$ cat src/rtl/ps2_pkg.sv
// Shared PS/2 definitions: host transmit FSM states, frame geometry,
// common keyboard command codes and small helpers used by the host transmitter.
package ps2_pkg;

    typedef enum logic [2:0] {
        IDLE,
        INHIBIT,
        REQ,
        DATA,
        ACK,
        WAIT_IDLE
    } state_e;

    // Start bit, eight data bits, parity and stop.
    localparam int PS2_FRAME_BITS = 11;

    localparam logic [7:0] CMD_SET_LEDS = 8'hED;
    localparam logic [7:0] CMD_RESET    = 8'hFF;
    localparam logic [7:0] ACK_BYTE     = 8'hFA;

    // Bits shifted after the start bit, LSB first: {stop, odd parity, data}.
    function automatic logic [PS2_FRAME_BITS-2:0] make_frame(input logic [7:0] data);
        return {1'b1, ~^data, data};
    endfunction

    function automatic int max3(input int a, input int b, input int c);
        int m;
        m = (a > b) ? a : b;
        return (m > c) ? m : c;
    endfunction

endpackage

$ cat src/rtl/ps2_line_sync.sv
// Conditions one raw PS/2 line: 2-flop synchronizer, stability filter and a
// single-cycle strobe on each filtered falling edge. Idle (released) level is 1.
module ps2_line_sync #(
    parameter int FILTER_LEN = 8
) (
    input  logic clk,
    input  logic rst_n,
    input  logic raw,
    output logic level,
    output logic fall
);

    localparam int CW = $clog2(FILTER_LEN + 1);

    logic [1:0]    sync;
    logic [CW-1:0] stable_cnt;

    // NOTE: every register here is updated with nonblocking assignments so all
    // flops sample pre-edge values; blocking writes would turn the sync chain into a wire.
    always_ff @(posedge clk or negedge rst_n) begin
        if (!rst_n) begin
            sync       <= 2'b11;
            stable_cnt <= '0;
            level      <= 1'b1;
            fall       <= 1'b0;
        end else begin
            sync <= {sync[0], raw};
            fall <= 1'b0;
            if (sync[1] == level) begin
                stable_cnt <= '0;
            end else if (stable_cnt == CW'(FILTER_LEN - 1)) begin
                // Line has disagreed with the filtered value long enough: accept it.
                level      <= sync[1];
                stable_cnt <= '0;
                fall       <= level;
            end else begin
                stable_cnt <= stable_cnt + 1'b1;
            end
        end
    end

endmodule

$ cat src/rtl/ps2_host_tx.sv
// PS/2 host-to-device transmitter: inhibits the clock, requests to send, then
// shifts one command byte on device clock falls and checks the device ack.
module ps2_host_tx
    import ps2_pkg::*;
#(
    parameter int INHIBIT_CYC      = 5000,
    parameter int REQ_TIMEOUT_CYC  = 750000,
    parameter int XFER_TIMEOUT_CYC = 100000,
    parameter int FILTER_LEN       = 8
) (
    input  logic       CLOCK_50,
    input  logic       rst_n,
    input  logic       tx_valid,
    output logic       tx_ready,
    input  logic [7:0] tx_data,
    input  logic       ps2_clk_i,
    input  logic       ps2_dat_i,
    output logic       ps2_clk_oe,
    output logic       ps2_dat_oe,
    output logic       busy,
    output logic       tx_done,
    output logic       tx_err,
    output logic       tx_timeout
);

    localparam int MAX_CYC = max3(INHIBIT_CYC, REQ_TIMEOUT_CYC, XFER_TIMEOUT_CYC);
    localparam int CNT_W   = $clog2(MAX_CYC + 1);

    state_e                      state;
    logic [CNT_W-1:0]            cnt;
    logic [3:0]                  bit_cnt;
    logic [PS2_FRAME_BITS-2:0]   frame;
    logic                        ack_bad;
    logic                        clk_level;
    logic                        clk_fall;
    logic                        dat_level;
    logic                        dat_fall_unused;
    logic                        xfer_expired;

    ps2_line_sync #(.FILTER_LEN(FILTER_LEN)) u_clk_sync (
        .clk   (CLOCK_50),
        .rst_n (rst_n),
        .raw   (ps2_clk_i),
        .level (clk_level),
        .fall  (clk_fall)
    );

    ps2_line_sync #(.FILTER_LEN(FILTER_LEN)) u_dat_sync (
        .clk   (CLOCK_50),
        .rst_n (rst_n),
        .raw   (ps2_dat_i),
        .level (dat_level),
        .fall  (dat_fall_unused)
    );

    assign xfer_expired = (cnt == CNT_W'(XFER_TIMEOUT_CYC - 1));

    always_ff @(posedge CLOCK_50 or negedge rst_n) begin
        if (!rst_n) begin
            state      <= IDLE;
            ps2_clk_oe <= 1'b0;
            ps2_dat_oe <= 1'b0;
            tx_ready   <= 1'b1;
            busy       <= 1'b0;
            tx_done    <= 1'b0;
            tx_err     <= 1'b0;
            tx_timeout <= 1'b0;
            cnt        <= '0;
            bit_cnt    <= '0;
            frame      <= '0;
            ack_bad    <= 1'b0;
        end else begin
            tx_done    <= 1'b0;
            tx_err     <= 1'b0;
            tx_timeout <= 1'b0;
            // One saturating timer serves inhibit, request and transfer phases.
            if (state != IDLE && cnt != '1) cnt <= cnt + 1'b1;

            unique case (state)
                IDLE: begin
                    tx_ready <= 1'b1;
                    if (tx_valid && tx_ready) begin
                        frame      <= make_frame(tx_data);
                        cnt        <= '0;
                        bit_cnt    <= '0;
                        ack_bad    <= 1'b0;
                        ps2_clk_oe <= 1'b1;
                        tx_ready   <= 1'b0;
                        busy       <= 1'b1;
                        state      <= INHIBIT;
                    end
                end
                INHIBIT: begin
                    if (cnt == CNT_W'(INHIBIT_CYC - 1)) begin
                        ps2_clk_oe <= 1'b0;
                        ps2_dat_oe <= 1'b1;
                        cnt        <= '0;
                        state      <= REQ;
                    end
                end
                REQ: begin
                    if (cnt == CNT_W'(REQ_TIMEOUT_CYC - 1)) begin
                        ps2_clk_oe <= 1'b0;
                        ps2_dat_oe <= 1'b0;
                        tx_timeout <= 1'b1;
                        busy       <= 1'b0;
                        state      <= IDLE;
                    end else if (clk_fall) begin
                        ps2_dat_oe <= ~frame[0];
                        bit_cnt    <= 4'd1;
                        cnt        <= '0;
                        state      <= DATA;
                    end
                end
                DATA, ACK, WAIT_IDLE: begin
                    if (xfer_expired) begin
                        ps2_clk_oe <= 1'b0;
                        ps2_dat_oe <= 1'b0;
                        tx_timeout <= 1'b1;
                        busy       <= 1'b0;
                        state      <= IDLE;
                    end else if (state == DATA) begin
                        if (clk_fall) begin
                            if (bit_cnt <= 4'd9) begin
                                ps2_dat_oe <= ~frame[bit_cnt];
                                bit_cnt    <= bit_cnt + 1'b1;
                            end else begin
                                // 11th fall: the device must be holding data low.
                                ack_bad    <= dat_level;
                                ps2_dat_oe <= 1'b0;
                                state      <= ACK;
                            end
                        end
                    end else if (state == ACK) begin
                        tx_err <= ack_bad;
                        state  <= WAIT_IDLE;
                    end else if (clk_level && dat_level) begin
                        tx_done <= ~ack_bad;
                        busy    <= 1'b0;
                        state   <= IDLE;
                    end
                end
            endcase
        end
    end

endmodule

$ cat config.mk
export PLATFORM = sky130hd
export DESIGN_NAME = ps2_host_tx
export DESIGN_NICKNAME = d
export VERILOG_FILES = /design/src/rtl/ps2_pkg.sv /design/src/rtl/ps2_line_sync.sv /design/src/rtl/ps2_host_tx.sv
export SDC_FILE = /design/constraint.sdc
export NUM_CORES = 1
export LEC_CHECK = 0
export ABC_AREA = 1
export CAP_MARGIN = 10
export CORE_ASPECT_RATIO = 1.5
export CORE_MARGIN = 2
export CORE_UTILIZATION = 35
export DETAILED_ROUTE_END_ITERATION = 16
export SLEW_MARGIN = 20
export SYNTH_ARGS = -nofsm -noshare
export SYNTH_HDL_FRONTEND = slang
export SYNTH_SLANG_ARGS = --single-unit
$ cat constraint.sdc
create_clock -name CLOCK_50 -period 4.5 [get_ports CLOCK_50]
set_input_delay 0.45 -clock CLOCK_50 [delete_from_list [all_inputs] [get_ports CLOCK_50]]
set_output_delay 0.45 -clock CLOCK_50 [all_outputs]
set_load 0.01 [all_outputs]
==> out/results.ini <==
[run_status]
outcome = complete, no violations

[grt]
grt_first_pass_wirelength_um = 15500
overflow = 0
grt_antenna_before_repair = 0
groute.usage.overall_pct = 17.9
number_of_global_route_vias_before_repair = 3251
grt_start_max_net_pins = 61

[yosys]
mappedNetlistArea_sq_mm = 0.00365
post_synth_num_cell_types = 33
syn-instance-count = 516
synth-main-ff-cell = sky130_fd_sc_hd__dfrtp_1
syn_nets = 535
async_set_reset_flop_share_out_of_synthesis_pct = 100
avgSynthCellArea_sq_um = 7.07
ys_seq_area_share_pct = 41.4
count_of_flip_flops_with_a_built_in_enable_after_synthesis = 0
ys_ff_latch = 60
yosysWarnings = 0

[power_and_ir_drop]
ir_worst_vdd_v = 0.000190
total_leakage_power_nw = 2.10
power-per-cell-area_mw_per_mm2 = 347

[final_layout]
syn2layout_area_growth_pct = 16.9
post_route_cells_drive_above_1_share_pct = 9.01
final_nets = 558
footprint_of_the_flip_flops_and_latches_sq_mm = 0.00151
num_antenna_cells = 0
area_occupied_by_multi_input_gates_sq_mm = 0.00183
final_core_utilization_pct = 42.1
finish.instance_area_sq_mm = 0.00427
fillerInstances = 1052

[routing]
remaining_drc_errors = 0
ant_nets = 0
avgViaCountPerCell = 4.94
drtPass1Iterations = 4
total_number_of_vias = 3265
first_iter_violations = 158
totalWireLength_um = 9060
post_drt_wl_per_cell_um = 13.7

[clock_tree]
cts_hold_repair.buffers = 0
clkLatencyLatePin_ns = 0.33
cts_tree = built
ctsLongestPathBuffers = 2
cts-root-buf = sky130_fd_sc_hd__clkbuf_16
depth_of_the_cts_h_tree = 3
post-cts-setup-buffer-count = 0
cts_inserted_buffers = 9
gates_resized_cts_repair = 0
clock_sink_count = 60
clk_pin_slew_worst_paths_ns = 0.05

[timing]
finalClockSkew_ns = 0.00759
maxClockFrequency_mhz = 423
postLayoutSetupSlackWorst_ns = 2.14
period_share_pct = 52.5
unrepaired_setup_endpoints_after_global_routing = no
timing_max_transition_violations_final = 0
totalNegativeSetupSlack_ns = 0
slew_at_the_pin_with_the_worst_max_slew_slack_ns = 1.04
report.final.hold_viol_count = 0
setup_viol = 0
max_slew_margin_pct = 30.1
finalWorstPathRequiredPeriod_ns = 2.36

[worst_hold_path]
min-delay-path-class = input port to asynchronous set/reset pin

[floorplan]
fp.dieArea_sq_mm = 0.0113
ioPinCount = 20
die_height_um = 129
design.core.area_sq_mm = 0.0101
floorplan.initialDensity_pct = 36.0
placement_rows = 45
die_w_um = 87.4

[critical_path]
timing.critical_path.fanout_max = 12
worst_setup_path_start_kind = register
worst_setup_path_end_kind = register
criticalPathCategory = register to register
endpoint_required_time_on_the_critical_path_ns = 4.67
cp.arrival_ns = 2.53
r2r_setup_slack_ns = 2.14

[placed_design]
dp.final_hpwl_um = 6760
port_buffers = 19
place_congestion = 0.913
post_dp_cell_area_sq_mm = 0.00393
place_worst_setup_slack_ns = 2.12

[run]
maxCapViolations = 0

metrics by stage:
stage	total power, mW	hold WS, ns	instances
floorplan	0.677	0.154	516
global placement	0.714	0.345	645
detailed placement	0.720	0.347	645
CTS	1.50	0.309	661
global route	1.55	0.346	661
finish	1.48	0.275	661
routing by layer:
metal | GRT usage (%) | up-vias | share of wire (%)
met1 | 20.3 | 1500 | 40
met2 | 30.7 | 79 | 52
met3 | 3.44 | 26 | 3.6
li1 | - | 1660 | -
met4 | 10.9 | 0 | 4.2
met5 | 0 | - | 0
where the power goes:
part           switching, mW  internal (mW)
Sequential            0.0274          0.578
Clock                  0.245          0.530
Combinational         0.0532         0.0486
cell usage after synthesis, types with 2 or more instances:
cell type                    n  share of area [%]
sky130_fd_sc_hd__dfstp_2     7                5.0
sky130_fd_sc_hd__ha_1        6                2.1
sky130_fd_sc_hd__nor2_1     86                8.8
sky130_fd_sc_hd__a21oi_1     5               0.69
sky130_fd_sc_hd__nand4_1    10                1.7
sky130_fd_sc_hd__nor2_2     10                1.7
sky130_fd_sc_hd__nand2_4     3               0.93
sky130_fd_sc_hd__clkbuf_1    2               0.21
sky130_fd_sc_hd__nand2_1   156                 16
sky130_fd_sc_hd__xnor2_1    12                2.9
sky130_fd_sc_hd__xor2_1      7                1.7
sky130_fd_sc_hd__buf_2       2               0.27
sky130_fd_sc_hd__nand3b_1    6                1.2
sky130_fd_sc_hd__o211ai_1    2               0.41
sky130_fd_sc_hd__o21ai_0    18                2.5
sky130_fd_sc_hd__nor3_1      6               0.82
sky130_fd_sc_hd__o21ai_1     3               0.41
sky130_fd_sc_hd__dfrtp_1    53                 36
sky130_fd_sc_hd__nand3_1    40                5.5
sky130_fd_sc_hd__inv_2       3               0.31
sky130_fd_sc_hd__o21bai_1    2               0.41
sky130_fd_sc_hd__nand2_2     4               0.69
sky130_fd_sc_hd__inv_1      62                6.4
sky130_fd_sc_hd__buf_4       2               0.41
worst paths after layout:
check	cells past startpoint	to	startpoint
worst max register to register	10	cnt[8]	cnt[0]
worst min-delay path	2	cnt[18]	rst_n
max in group asynchronous	2	tx_err	rst_n
min in group CLOCK_50	0	u_dat_sync.sync[1]	u_dat_sync.sync[0]
worst max-delay path	10	cnt[8]	cnt[0]
worst min register to register	0	u_dat_sync.sync[1]	u_dat_sync.sync[0]
cell type report:
type	instances	area share, %
clock inverters	3	1.58
multi-input cells	382	42.8
clock buffers	13	6.33
well taps	117	3.43
flip-flops and latches	60	35.4
repair buffers	20	4.52
inverters	66	5.92
registers in the layout, indices dropped and copies added, names as in the netlist:
signal and cells:
u_dat_sync.sync 2, u_clk_sync.stable_cnt 4, state 3, frame 10, ack_bad 1, tx_timeout 1, u_clk_sync.fall 1, tx_err 1
tx_done 1, u_clk_sync.level 1, u_dat_sync.stable_cnt 4, bit_cnt 4, tx_ready 1, u_dat_sync.level 1, u_clk_sync.sync 2, busy 1
cnt 20, ps2_dat_oe 1, ps2_clk_oe 1
critical path, stage by stage (launching register included):
cell	delay, ns
sky130_fd_sc_hd__dfrtp_1	0.40
sky130_fd_sc_hd__ha_1	0.30
sky130_fd_sc_hd__nand2_4	0.09
sky130_fd_sc_hd__inv_1	0.06
sky130_fd_sc_hd__nand2_1	0.04
sky130_fd_sc_hd__nor2_1	0.09
sky130_fd_sc_hd__nand3_1	0.07
sky130_fd_sc_hd__nand2_1	0.11
sky130_fd_sc_hd__nand2_2	0.09
sky130_fd_sc_hd__nor2_1	0.81
sky130_fd_sc_hd__nor2_1	0.12
kinds of logic after synthesis:
kind of cell / Yosys count / share of synthesized area [%]
simple gates: 325 / 38.6
compound gates: 31 / 4.56
xor+xnor: 19 / 4.56
mux: 1 / 0.309
buf+inv: 74 / 8.54
fa+ha+maj: 6 / 2.06
flops: 60 / 41.4
cells in the final DEF (no fill, tap or decap), types with 9 or more instances in the layout:
| cell | netlist | routed |
|---|---|---|
| sky130_fd_sc_hd__clkbuf_16 | 0 | 9 |
| sky130_fd_sc_hd__clkdlybuf4s50_1 | 0 | 18 |
| sky130_fd_sc_hd__dfrtp_1 | 53 | 53 |
| sky130_fd_sc_hd__inv_1 | 62 | 62 |
| sky130_fd_sc_hd__nand2_1 | 156 | 156 |
| sky130_fd_sc_hd__nand3_1 | 40 | 40 |
| sky130_fd_sc_hd__nand4_1 | 10 | 10 |
| sky130_fd_sc_hd__nor2_1 | 86 | 86 |
| sky130_fd_sc_hd__nor2_2 | 10 | 10 |
| sky130_fd_sc_hd__o21ai_0 | 18 | 18 |
| sky130_fd_sc_hd__xnor2_1 | 12 | 12 |
(Power assumes the default switching activity.)
